`config.mk`:
```
export PLATFORM = sky130hd
export DESIGN_NAME = checker9_stim_flat
export DESIGN_NICKNAME = d
export VERILOG_FILES = /design/src/rtl/checker9_stim_if.sv /design/src/rtl/checker9_stim.sv /design/src/flat_wrapper.sv
export SDC_FILE = /design/constraint.sdc
export NUM_CORES = 1
export LEC_CHECK = 0
export CAP_MARGIN = 20
export CORE_MARGIN = 10
export CORE_UTILIZATION = 35
export CTS_BUF_LIST = sky130_fd_sc_hd__clkbuf_2
export DETAILED_ROUTE_END_ITERATION = 8
export PLACE_DENSITY = 0.5
export SYNTH_ARGS = -nofsm -noshare
export SYNTH_HDL_FRONTEND = slang
export SYNTH_SLANG_ARGS = --single-unit
```
`constraint.sdc`:
```
create_clock -name clk -period 11.75 [get_ports clk]
set_clock_uncertainty 0.2 [all_clocks]
set_input_delay 2.35 -clock clk [delete_from_list [all_inputs] [get_ports clk]]
set_output_delay 2.35 -clock clk [all_outputs]
set_load 0.005 [all_outputs]
```
`src/rtl/checker9_stim_if.sv`:
```
// Bus between the checker9 vector transmitter and its controller / FSM under test.
//   master : loads the buffer (wr_en, wr_x, wr_y), controls the run (clr, start, hold),
//            supplies the FSM response (y_in) and observes status
//   slave  : the transmitter itself (checker9_stim)
interface checker9_stim_if #(
   parameter int XW = 10,
   parameter int YW = 11,
   parameter int AW = 4,
   parameter int HW = 4
);
   logic          wr_en;
   logic [XW-1:0] wr_x;
   logic [YW-1:0] wr_y;
   logic          clr;
   logic          start;
   logic [HW-1:0] hold;
   logic [YW-1:0] y_in;
   logic [XW-1:0] x_out;
   logic          full;
   logic [AW:0]   count;
   logic          busy;
   logic          done;
   logic [AW:0]   mis_cnt;
   logic          fail_vld;
   logic [AW-1:0] fail_idx;

   modport master (
      output wr_en, wr_x, wr_y, clr, start, hold, y_in,
      input  x_out, full, count, busy, done, mis_cnt, fail_vld, fail_idx
   );

   modport slave (
      input  wr_en, wr_x, wr_y, clr, start, hold, y_in,
      output x_out, full, count, busy, done, mis_cnt, fail_vld, fail_idx
   );
endinterface

```
`src/rtl/checker9_stim.sv`:
```
// Vector transmitter for the checker9 FSM benchmark. Software loads up to DEPTH
// (stimulus, expected-response) pairs, then starts a run; each stimulus is held
// on x_out for H cycles, y_in is sampled at the end of the window and compared.
// Ports:
//   clk  : clock, rising edge
//   rst  : asynchronous active-low reset
//   bus  : checker9_stim_if.slave (load, control, x/y buses, status)
//
// state  | meaning
// IDLE   | buffer loading allowed, no result held
// RUN    | replaying vectors, busy=1
// DONE   | run finished, results held, buffer retained for replay
module checker9_stim #(
   parameter int XW    = 10,
   parameter int YW    = 11,
   parameter int DEPTH = 16,
   parameter int AW    = 4,
   parameter int HW    = 4
) (
   input logic           clk,
   input logic           rst,
   checker9_stim_if.slave bus
);
   typedef enum logic [1:0] {S_IDLE, S_RUN, S_DONE} state_t;

   localparam logic [AW:0] FULL_CNT = (AW+1)'(DEPTH);

   state_t state, state_nx;

   logic [XW+YW-1:0] mem [DEPTH];
   logic [AW-1:0]    wr_ptr, rd_ptr, rd_nxt;
   logic [AW:0]      cnt, mis;
   logic [HW-1:0]    h_lat, hcnt;
   logic [XW-1:0]    xo;
   logic [AW-1:0]    fidx;
   logic             fvld;
   // first RUN cycle: x[0] is put on the bus one edge after start
   logic             prime;

   logic idle_like, full, do_start, do_wr, last;
   logic [YW-1:0] exp_y;

   always_comb begin
      idle_like = (state == S_IDLE) || (state == S_DONE);
      full      = (cnt == FULL_CNT);
      do_start  = idle_like && bus.start && !bus.clr;
      do_wr     = idle_like && bus.wr_en && !full && !bus.start && !bus.clr;
      last      = ({1'b0, rd_ptr} == (cnt - 1'b1));
      rd_nxt    = rd_ptr + 1'b1;
      exp_y     = mem[rd_ptr][YW-1:0];
   end

   always_ff @(posedge clk or negedge rst) begin
      if (!rst) state <= S_IDLE;
      else      state <= state_nx;
   end

   always_comb begin
      state_nx = state;
      if (bus.clr) begin
         state_nx = S_IDLE;
      end else begin
         case (state)
            S_IDLE, S_DONE: if (do_start) state_nx = (cnt == '0) ? S_DONE : S_RUN;
            S_RUN:          if (!prime && hcnt == '0 && last) state_nx = S_DONE;
            default:        state_nx = S_IDLE;
         endcase
      end
   end

   // buffer contents are not reset
   always_ff @(posedge clk) begin
      if (do_wr) mem[wr_ptr] <= {bus.wr_x, bus.wr_y};
   end

   always_ff @(posedge clk or negedge rst) begin
      if (!rst) begin
         wr_ptr <= '0;
         rd_ptr <= '0;
         cnt    <= '0;
         mis    <= '0;
         fvld   <= 1'b0;
         fidx   <= '0;
         h_lat  <= HW'(1);
         hcnt   <= '0;
         xo     <= '0;
         prime  <= 1'b0;
      end else if (bus.clr) begin
         // x_out deliberately keeps its value
         wr_ptr <= '0;
         rd_ptr <= '0;
         cnt    <= '0;
         mis    <= '0;
         fvld   <= 1'b0;
         fidx   <= '0;
         prime  <= 1'b0;
      end else begin
         if (do_wr) begin
            wr_ptr <= wr_ptr + 1'b1;
            cnt    <= cnt + 1'b1;
         end
         if (do_start) begin
            h_lat  <= (bus.hold == '0) ? HW'(1) : bus.hold;
            rd_ptr <= '0;
            mis    <= '0;
            fvld   <= 1'b0;
            fidx   <= '0;
            prime  <= 1'b1;
         end else if (state == S_RUN) begin
            if (prime) begin
               prime <= 1'b0;
               xo    <= mem[0][XW+YW-1:YW];
               hcnt  <= h_lat - 1'b1;
            end else if (hcnt != '0) begin
               hcnt <= hcnt - 1'b1;
            end else begin
               if (bus.y_in != exp_y) begin
                  mis <= mis + 1'b1;
                  if (!fvld) begin
                     fvld <= 1'b1;
                     fidx <= rd_ptr;
                  end
               end
               if (!last) begin
                  rd_ptr <= rd_nxt;
                  xo     <= mem[rd_nxt][XW+YW-1:YW];
                  hcnt   <= h_lat - 1'b1;
               end
            end
         end
      end
   end

   assign bus.x_out    = xo;
   assign bus.full     = full;
   assign bus.count    = cnt;
   assign bus.busy     = (state == S_RUN);
   assign bus.done     = (state == S_DONE);
   assign bus.mis_cnt  = mis;
   assign bus.fail_vld = fvld;
   assign bus.fail_idx = fidx;
endmodule

```
`src/flat_wrapper.sv`:
```
// flat-port wrapper written by rule: the top's interface ports become plain ports
module checker9_stim_flat 
#(
   parameter int XW    = 10,
   parameter int YW    = 11,
   parameter int DEPTH = 16,
   parameter int AW    = 4,
   parameter int HW    = 4
)
  (clk, rst, bus_wr_en, bus_wr_x, bus_wr_y, bus_clr, bus_start, bus_hold, bus_y_in, bus_x_out, bus_full, bus_count, bus_busy, bus_done, bus_mis_cnt, bus_fail_vld, bus_fail_idx);
  checker9_stim_if #(.XW(XW), .YW(YW), .AW(AW), .HW(HW)) bus_i ();
  input logic clk;
  input logic rst;
  input wire logic [$bits(bus_i.wr_en)-1:0] bus_wr_en;
  input wire logic [$bits(bus_i.wr_x)-1:0] bus_wr_x;
  input wire logic [$bits(bus_i.wr_y)-1:0] bus_wr_y;
  input wire logic [$bits(bus_i.clr)-1:0] bus_clr;
  input wire logic [$bits(bus_i.start)-1:0] bus_start;
  input wire logic [$bits(bus_i.hold)-1:0] bus_hold;
  input wire logic [$bits(bus_i.y_in)-1:0] bus_y_in;
  output wire logic [$bits(bus_i.x_out)-1:0] bus_x_out;
  output wire logic [$bits(bus_i.full)-1:0] bus_full;
  output wire logic [$bits(bus_i.count)-1:0] bus_count;
  output wire logic [$bits(bus_i.busy)-1:0] bus_busy;
  output wire logic [$bits(bus_i.done)-1:0] bus_done;
  output wire logic [$bits(bus_i.mis_cnt)-1:0] bus_mis_cnt;
  output wire logic [$bits(bus_i.fail_vld)-1:0] bus_fail_vld;
  output wire logic [$bits(bus_i.fail_idx)-1:0] bus_fail_idx;
  assign bus_i.wr_en = bus_wr_en;
  assign bus_i.wr_x = bus_wr_x;
  assign bus_i.wr_y = bus_wr_y;
  assign bus_i.clr = bus_clr;
  assign bus_i.start = bus_start;
  assign bus_i.hold = bus_hold;
  assign bus_i.y_in = bus_y_in;
  assign bus_x_out = bus_i.x_out;
  assign bus_full = bus_i.full;
  assign bus_count = bus_i.count;
  assign bus_busy = bus_i.busy;
  assign bus_done = bus_i.done;
  assign bus_mis_cnt = bus_i.mis_cnt;
  assign bus_fail_vld = bus_i.fail_vld;
  assign bus_fail_idx = bus_i.fail_idx;
  checker9_stim #(.XW(XW), .YW(YW), .DEPTH(DEPTH), .AW(AW), .HW(HW)) u_core (.clk(clk), .rst(rst), .bus(bus_i));
endmodule
```
==> results.toml <==
[outcome]
status = "finished, final reports clean"

[worst_setup_path]
critical_path.endpoint_type = "output port"
critPathMaxStageDelay_ps = 530
critPathLaunchType = "flip-flop"
critPathSlowestCell = "clkdlybuf4s50_1"
crit_arrival_ps = 2880
worstSetupPathType = "reg -> out"
timing.critical_path.max_delay_family = "buffers and inverters"
required_ps = 9200
crit_chain = "inv_1 -> ha_1 -> nor3b_1 -> and2_1 -> clkdlybuf4s50_1"
cp_max_fo = 7
critPathBufInv = 2

[route]
total_wire_length_um = 38500
ant_nets = 0
dr.first_iter.drc_count = 583
num_vias = 8482
routed_wire_length_per_instance_um = 23.3
detail_route.first_pass.iterations = 5
routed_via_density = 5.13
post-route-drc-count = 0

[timing]
worst_slew_pin_slew_ps = 1020
grt_setup_unrepaired = "no"
final-hold-violation-count = 0
period_utilization_post_route_pct = 46.2
timing.final.max_slew_violations = 0
maximum_clock_rate_ghz = 0.184
post-route-min-period_ps = 5430
finalSetupTns_ps = 0
setup_viol = 0
worst_slew_margin_rel_pct = 31.9

[clock_tree]
cts_tree = "done"
cts_resized = 0
tritoncts.num_buffers = 98
cts.sink_count = 380
ctsHoldBuffers = 0
clkLatencyLatePin_ps = 1060
cts-root-to-sink-buffers = 3
cts_root_buffer = "clkbuf_2"
worst_setup_hold_path_clk_slew_ps = 100
post_cts.repair.setup_buffers = 0
cts_htree_levels = 3

[die]
io_pins = 69
core.rowCount = 77
floorplan.die.width_um = 232
die_area_um2 = 53700
die_height_um = 232
initial_utilization_pct = 35.5
placeableCoreArea_um2 = 44200

[power_and_ir_drop]
leakagePower_uw = 0.00599
pwr_density_cell_nw_per_um2 = 147
worst_ir_drop_vdd_v = 0.0000532
finalPower_uw = 2650

[synth]
synthesis.instances = 834
ys.flop_type = "edfxtp_1"
mappedNetlistNets = 885
post_synth_instance_area_um2 = 15700
synth-edff-count = 336
synth-async-reset-ratio_pct = 11.6
synth_sequential_area_ratio_pct = 71.4
ys_seq_elements = 380
post_synthesis_cell_type_count = 67
ys_warn_count = 0
syn_avg_cell_area_um2 = 18.8

[placement]
io_buffers = 68
place_hpwl_um = 21600
finalWeightedCongestion = 0.755

[finish]
layout.nets = 1039
final_common_cell = "edfxtp_1"
layout.cells.most_common_list = "edfxtp_1 (336), clkbuf_2 (137), mux4_2 (85)"
synth_to_final_area_change_pct = 15.3
fraction_of_final_layout_cells_sized_beyond_drive_strength_1_pct = 27.9

[global_routing]
grt_first_pass_wirelength_um = 56800
globalRoute.totalOverflow = 0
grt_util_all_layers_pct = 14.3
grt_start_max_net_pins = 45
antenna_found_initial = 3
grt_pass1_vias = 8822

[hold_path]
hold_path.class = "reg -> reg"

[flow_run]
drv.max_cap_violation_count = 0
==> per-layer routing <==
layer | global-route usage (%) | wire [um] | vias up
met5 | 0 | 20 | -
met4 | 6.51 | 1060 | 4
met3 | 3.35 | 2150 | 81
met2 | 22.5 | 18200 | 230
met1 | 18.7 | 17100 | 4411
li1 | - | - | 3756
==> sequential cells by signal, summed over array words and instances (netlist names) <==
signal,cells
u_core.bus.count,5
u_core.bus.fail_idx,4
u_core.bus.fail_vld,1
u_core.bus.mis_cnt,5
u_core.bus.x_out,10
u_core.h_lat,4
u_core.hcnt,4
u_core.mem,336
u_core.prime,1
u_core.rd_ptr,4
u_core.state,2
u_core.wr_ptr,4
==> power breakdown <==
part / switching (uW) / internal, uW / leakage [uW]
clock: 542 / 403 / 0.000697
combinational: 89.6 / 94.4 / 0.00171
sequential: 25.3 / 1500 / 0.00359
==> final timing paths <==
kind	from	to	slack [ps]	cells past startpoint
worst max-delay path	u_core.bus.count[0]	bus_full	6320	5
worst min-delay path	u_core.bus.fail_idx[3]	u_core.bus.fail_idx[3]	320	1
worst max register to register	u_core.rd_ptr[0]	u_core.bus.fail_idx[1]	7740	8
worst min register to register	u_core.bus.fail_idx[3]	u_core.bus.fail_idx[3]	320	1
max in group asynchronous	rst	u_core.h_lat[0]	9760	2
min in group asynchronous	rst	u_core.bus.fail_idx[0]	960	1
==> Yosys cell counts, types with 2 or more instances <==
master     number  area, um2
o31a_1          3       26.3
dfrtp_1        43       1080
ha_1           10        125
nor4b_1         4       35.0
mux4_1          5        131
o21ai_0        20        100
nor3_1         11       55.1
xnor2_1        18        158
nand3b_1        2       15.0
or3_1           5       31.3
mux2_2         13        146
nand3_1         6       30.0
buf_4           3       22.5
o221ai_1        2       17.5
edfxtp_1      336      10100
xor2_1         12        105
buf_6           7       78.8
a21oi_1        14       70.1
o311ai_0        2       17.5
o31ai_1         8       60.1
nand2b_1        4       25.0
buf_1           5       18.8
and3_1          6       37.5
o2111ai_1       2       17.5
mux2i_1        27        270
o22ai_1         3       18.8
and2_1         12       75.1
nor3b_1         4       30.0
nand4_1        11       68.8
clkbuf_1       19       71.3
buf_2           7       35.0
inv_1          18       67.6
nor2_1         46        173
mux4_2         85       1910
a32o_1          4       40.0
nand2_1        20       75.1
nor2b_1         3       18.8
a22o_1          4       35.0
nor4_1          2       12.5
==> layout make-up <==
cell class,count,area (um2)
clock buffer,137,686
clock inverter,37,251
antenna,1,2.50
inverter,18,67.6
timing repair buffer,96,898
multi-input combinational,394,4230
sequential,380,11200
fill,4037,26100
tap,592,741
==> per-stage QoR <==
stage	utilization, %	hold slack, ps	cells	instance area [um2]	setup slack (ps)
floorplan	-	289	834	15700	5930
global placement	38.7	291	1479	17100	6070
detailed placement	38.7	297	1479	17100	5950
CTS	40.8	323	1653	18100	6170
global route	40.9	337	1655	18100	6190
finish	40.9	321	1655	18100	6320
==> kinds of logic after synthesis <==
group	after synthesis	synth area share, %
adder cells (fa/ha/maj)	10	0.798
multiplexers	130	15.7
AO/OA/AOI/OAI	80	3.69
XOR/XNOR	30	1.68
flip-flops	380	71.4
AND/OR/NAND/NOR	144	4.80
buffers and inverters	60	1.97
==> worst register-to-register path, cell delays in order (launching register included) <==
cell and delay [ps]:
dfrtp_4 640, buf_4 650, mux4_1 690, a22oi_1 250
o311ai_0 140, and4bb_2 320, o2111ai_2 240, or3_1 500
a32o_1 290
Note: power is estimated with default switching activity, not from simulation.
